**config.mk**
```make
export PLATFORM = sky130hd
export DESIGN_NAME = switch_in_pio
export DESIGN_NICKNAME = d
export VERILOG_FILES = /design/src/rtl/switch_in_pkg.sv /design/src/rtl/switch_in_debounce.sv /design/src/rtl/switch_in_pio.sv
export SDC_FILE = /design/constraint.sdc
export NUM_CORES = 1
export LEC_CHECK = 0
export CAP_MARGIN = 20
export CORE_ASPECT_RATIO = 0.7
export CORE_MARGIN = 5
export CORE_UTILIZATION = 32
export DETAILED_ROUTE_END_ITERATION = 6
export GPL_ROUTABILITY_DRIVEN = 1
export HOLD_SLACK_MARGIN = 0.15
export PLACE_DENSITY = 0.63
export SLEW_MARGIN = 40
export SYNTH_ARGS = -nofsm -noshare
export SYNTH_HDL_FRONTEND = slang
export SYNTH_SLANG_ARGS = --single-unit
```
**constraint.sdc**
```tcl
create_clock -name clk -period 1.5 [get_ports clk]
set_input_delay 0.3 -clock clk [delete_from_list [all_inputs] [get_ports clk]]
set_output_delay 0.3 -clock clk [all_outputs]
set_load 0.02 [all_outputs]
```
**src/rtl/switch_in_pkg.sv**
```systemverilog
// Shared register addresses and edge-mode encodings for the switch input port.
package switch_in_pkg;
    localparam logic [1:0] ADDR_DATA    = 2'd0;
    localparam logic [1:0] ADDR_RSVD    = 2'd1;
    localparam logic [1:0] ADDR_IRQMASK = 2'd2;
    localparam logic [1:0] ADDR_EDGECAP = 2'd3;

    localparam int EDGE_RISE = 0;
    localparam int EDGE_FALL = 1;
    localparam int EDGE_ANY  = 2;
endpackage

```
**src/rtl/switch_in_debounce.sv**
```systemverilog
// One-bit debounce filter: output follows input only after it has disagreed
// for DEBOUNCE_CYCLES consecutive cycles.
module switch_in_debounce #(
    parameter int DEBOUNCE_CYCLES = 16
) (
    input  logic clk,
    input  logic reset,
    input  logic d,
    output logic q
);
    localparam int CW = $clog2(DEBOUNCE_CYCLES + 1);
    localparam logic [CW-1:0] CNT_LAST = CW'(DEBOUNCE_CYCLES - 1);

    logic [CW-1:0] cnt_q, cnt_d;
    logic          q_q, q_d;

    always_comb begin
        cnt_d = '0;
        q_d   = q_q;
        if (d != q_q) begin
            // Any cycle of agreement falls through to the zero default above.
            if (cnt_q == CNT_LAST) begin
                q_d = d;
            end else begin
                cnt_d = cnt_q + 1'b1;
            end
        end
    end

    always_ff @(posedge clk) begin
        if (reset) begin
            cnt_q <= '0;
            q_q   <= 1'b0;
        end else begin
            cnt_q <= cnt_d;
            q_q   <= q_d;
        end
    end

    assign q = q_q;
endmodule

```
**src/rtl/switch_in_pio.sv**
```systemverilog
// Avalon-MM switch/key input port: synchroniser, optional debounce
// (SWITCH_IN_DEBOUNCE_EN), edge capture with W1C, interrupt mask and level IRQ.
module switch_in_pio
    import switch_in_pkg::*;
#(
    parameter int WIDTH           = 17,
    parameter int SYNC_STAGES     = 2,
    parameter int EDGE_MODE       = 0,
    parameter int DEBOUNCE_CYCLES = 16
) (
    input  logic             clk,
    input  logic             reset,
    input  logic [1:0]       address,
    input  logic             chipselect,
    input  logic             write_n,
    input  logic [31:0]      writedata,
    input  logic [WIDTH-1:0] in_port,
    output logic [31:0]      readdata,
    output logic             irq
);
    localparam int PCW = $clog2(SYNC_STAGES + 2);
    localparam logic [PCW-1:0] PRIME_DONE = PCW'(SYNC_STAGES + 1);

    logic [SYNC_STAGES-1:0][WIDTH-1:0] sync_q, sync_d;
    logic [PCW-1:0]   prime_q, prime_d;
    logic [WIDTH-1:0] prev_q, prev_d;
    logic [WIDTH-1:0] capture_q, capture_d;
    logic [WIDTH-1:0] mask_q, mask_d;
    logic [31:0]      readdata_q, readdata_d;
    logic             irq_q, irq_d;

    logic [WIDTH-1:0] synced, filtered, wdata, rise, fall, set_bits, clr_bits;
    logic             primed, wr_en;

    assign synced = sync_q[SYNC_STAGES-1];
    assign wdata  = writedata[WIDTH-1:0];
    assign wr_en  = chipselect & ~write_n;

    generate
        if (WIDTH < 32) begin : g_wdata_hi
            logic unused_wdata_hi;
            assign unused_wdata_hi = ^writedata[31:WIDTH];
        end
    endgenerate

`ifdef SWITCH_IN_DEBOUNCE_EN
    generate
        for (genvar i = 0; i < WIDTH; i++) begin : g_db
            switch_in_debounce #(
                .DEBOUNCE_CYCLES(DEBOUNCE_CYCLES)
            ) u_db (
                .clk  (clk),
                .reset(reset),
                .d    (synced[i]),
                .q    (filtered[i])
            );
        end
    endgenerate
`else
    localparam int unused_debounce_cycles = DEBOUNCE_CYCLES;
    assign filtered = synced;
`endif

    always_comb begin
        sync_d[0] = in_port;
        for (int i = 1; i < SYNC_STAGES; i++) begin
            sync_d[i] = sync_q[i-1];
        end
    end

    // Edges are ignored until the sync chain has filled after reset, so inputs
    // already high at reset do not register as rising edges.
    assign primed  = (prime_q == PRIME_DONE);
    assign prime_d = primed ? prime_q : prime_q + 1'b1;
    assign prev_d  = filtered;

    always_comb begin
        rise = filtered & ~prev_q;
        fall = ~filtered & prev_q;
        case (EDGE_MODE)
            EDGE_FALL: set_bits = fall;
            EDGE_ANY:  set_bits = rise | fall;
            default:   set_bits = rise;
        endcase
        if (!primed) set_bits = '0;
    end

    always_comb begin
        clr_bits  = (wr_en && address == ADDR_EDGECAP) ? wdata : '0;
        capture_d = set_bits | (capture_q & ~clr_bits);
        mask_d    = (wr_en && address == ADDR_IRQMASK) ? wdata : mask_q;
        irq_d     = |(capture_q & mask_q);
    end

    always_comb begin
        readdata_d = '0;
        case (address)
            ADDR_DATA:    readdata_d = 32'(filtered);
            ADDR_RSVD:    readdata_d = '0;
            ADDR_IRQMASK: readdata_d = 32'(mask_q);
            ADDR_EDGECAP: readdata_d = 32'(capture_q);
            default:      readdata_d = '0;
        endcase
    end

    always_ff @(posedge clk) begin
        if (reset) begin
            sync_q     <= '0;
            prime_q    <= '0;
            prev_q     <= '0;
            capture_q  <= '0;
            mask_q     <= '0;
            readdata_q <= '0;
            irq_q      <= 1'b0;
        end else begin
            sync_q     <= sync_d;
            prime_q    <= prime_d;
            prev_q     <= prev_d;
            capture_q  <= capture_d;
            mask_q     <= mask_d;
            readdata_q <= readdata_d;
            irq_q      <= irq_d;
        end
    end

    assign readdata = readdata_q;
    assign irq      = irq_q;
endmodule

```
==> results.toml <==
[outcome]
status = "finished, final reports clean"

[grt]
antenna_found_initial = 0
grt_max_degree = 59
grt_pass1_wl_um = 14200
grt_pass1_vias = 2834
track_usage_pct = 12.8
overflow = 0

[clock_network]
cts_buffers = 9
clk_pin_slew_worst_paths_ps = 70
clk_latency_ps = 340
clockBufferDepth = 2
cts-hold-fix-buffers = 0
clkSinkCount = 105
cts_tree = "built"
h-tree-depth = 3
cts_root_buf = "clkbuf_16"

[drt]
drc_errors = 0
wire_per_inst_um = 13.8
ant_nets = 0
dr.pass1.iters = 4
wl_um = 8720
num_vias = 2790
drt_iter0_drc = 161
via_per_inst = 4.42

[critical_path]
critPathMaxFanout = 17
cp-start-kind = "input port"
critPathArrivalTime_ps = 1540
r2r_start = "capture_q[13]"
critPathKind = "in2reg"
required_ps = 1740
startpoint = "write_n"
reg2reg_slack_ps = 200
end_kind = "flop"
rr_worst_depth = 4
endpoint = "capture_q[13]"
r2r_end = "irq"

[power_and_ir_drop]
p_leak_nw = 1.97
power.ir.vdd_worst_mv = 0.577
power_mw = 6.17
p_per_area_nw_per_um2 = 1270

[yosys]
synth_compound_area_share_pct = 9.68
synthCells = 411
ys_ff_latch = 105
synth_area_sq_um = 3780
synth-seq-area-share_pct = 55.7
synth_mux_area_share_pct = 4.77
synthXorXnorAreaFrac_pct = 0.232
synth_top_family_by_area = "simple AND/OR/NAND/NOR gates"
synthAdderAreaFrac_pct = 0.331
yosys.area_share.simple_pct = 21.5
synth.distinct_cells = 27
yosys_warnings = 0
syn_avg_cell_area_sq_um = 9.19

[floorplanning]
die_h_um = 101
coreArea_sq_um = 11600
start_util_pct = 32.4
row_count = 33
fp.dieArea_sq_um = 14100
io_pins = 88
die_width_um = 140

[timing]
finalSetupViolCount = 0
hold_ws_ps = 311
slew_violations = 0
final_hold_viol_count = 0
fin_skew_ps = 5.55
min_period_ps = 1300
fmax_ghz = 0.769
rsz0062_at_grt = "no"
fin_crit_sh_pct = 86.7

[worst_hold_path]
min_from = "reset"
hp-class = "in2reg"

[layout]
layout.nets = 525
n_antenna_cell = 0
layout.cells.non_filler = 631
drive_gt1_share_pct = 6.75
areaGrowthSynthToFinish_pct = 28.8

[place]
numPlacedInstances = 614
gp_congestion = 0.831
dp_hpwl_um = 6000
port_buffers = 57

[flow_run]
max_cap_violations = 0
## worst min-delay path by stage
stage,end,cells after the start,slack (ps)
floorplan,filtered[0],1,410
global placement,filtered[14],1,420
detailed placement,filtered[14],1,420
CTS,capture_q[16],2,300
global route,filtered[14],2,320
finish,sync_d[29],2,310
## what timing repair did
| action | CTS | global route |
|---|---|---|
| endpoints found under the setup margin | 18 | 1 |
| setup buffers | 0 | 0 |
| cloned | 0 | 1 |
| resized for setup | 18 | 1 |
## worst max-delay path, stage by stage
cell	delay (ps)
clkdlybuf4s50_1	440
and4b_1	310
buf_12	170
nand2_1	80
a32oi_1	180
nor2_1	60
## through the flow
step           area, sq um  utilization, %  worst slack (ps)  setup TNS (ps)
3_3_place_gp          4500            38.6              -205           -8000
2_1_floorplan         3830               -               310               0
4_1_cts               4840            41.5              96.6               0
3_5_place_dp          4500            38.6              -244           -8690
5_1_grt               4860            41.8              71.4               0
6_report              4860            41.8               200               0
## synthesized netlist by cell type
library cell / number / area, sq um
a32oi_1: 10 / 87.6
a21oi_1: 41 / 205
nand4bb_1: 1 / 11.3
buf_1: 3 / 11.3
xor2_1: 1 / 8.76
nand2_1: 59 / 221
a222oi_1: 1 / 10.0
clkbuf_1: 10 / 37.5
mux2i_1: 18 / 180
a22o_1: 1 / 8.76
buf_8: 1 / 15.0
and3_1: 1 / 6.26
a22oi_1: 4 / 30.0
a31oi_1: 1 / 6.26
a221oi_1: 2 / 17.5
buf_2: 5 / 25.0
buf_6: 2 / 22.5
ha_1: 1 / 12.5
and2_1: 1 / 6.26
nor2_1: 60 / 225
and4bb_1: 1 / 12.5
dfxtp_1: 105 / 2100
inv_1: 10 / 37.5
conb_1: 1 / 3.75
buf_4: 19 / 143
and4b_1: 1 / 10.0
nor2b_1: 51 / 319
## layout make-up
class	count	area (sq um)
Clock buffer	10	229
Inverter	10	37.5
Timing Repair Buffer	73	733
Tap cell	157	196
Multi-Input combinational cell	270	1440
Sequential cell	105	2100
Clock inverter	6	130
Fill cell	1143	6780
## cells in the final DEF (no fill, tap or decap)
cell type | synthesis | routed
dfxtp_1 | 105 | 105
nor2_1 | 60 | 60
nand2_1 | 59 | 59
nor2b_1 | 51 | 51
a21oi_1 | 41 | 41
clkdlybuf4s50_1 | 0 | 37
mux2i_1 | 18 | 18
dlygate4sd2_1 | 0 | 18
conb_1 | 1 | 15
buf_4 | 19 | 11
inv_1 | 10 | 10
a32oi_1 | 10 | 10
clkbuf_16 | 0 | 10
a22oi_1 | 4 | 4
bufinv_16 | 0 | 4
buf_12 | 0 | 4
a221oi_1 | 2 | 2
clkinv_2 | 0 | 2
xor2_1 | 1 | 1
and4b_1 | 1 | 1
and4bb_1 | 1 | 1
nand4bb_1 | 1 | 1
and2_1 | 1 | 1
a222oi_1 | 1 | 1
a22o_1 | 1 | 1
and3_1 | 1 | 1
a31oi_1 | 1 | 1
ha_1 | 1 | 1
clkbuf_1 | 10 | 1
dlymetal6s2s_1 | 0 | 1
buf_2 | 5 | 1
## layer usage
layer,wire length (um),vias to the layer above,part of all wire [%],GRT usage [%]
li1,-,1410,-,-
met1,3950,1276,45,15.9
met2,4030,94,46,20.5
met3,648,10,7.4,5.31
met4,97,0,1.1,3.95
met5,0,-,0,0
## state kept, by name, summed over array words and instances (netlist names)
name,count
capture_q,17
filtered,17
irq,1
mask_q,17
prev_q,17
prime_q,2
readdata,17
sync_d,17
## report_power, final
group	switching, mW	total (mW)	internal (mW)
logic	0.240	0.462	0.223
registers	0.0466	2.93	2.88
clock network	0.988	2.78	1.79
## kinds of logic (layout without fill, tap and decap cells)
group / Yosys count / in the layout
other: 1 / 15
multiplexers: 18 / 18
AO/OA/AOI/OAI: 60 / 60
flip-flops: 105 / 105
adder cells (fa/ha/maj): 1 / 1
buffers and inverters: 50 / 99
AND/OR/NAND/NOR: 175 / 175
XOR/XNOR: 1 / 1
Power figures use the tool's default switching activity.
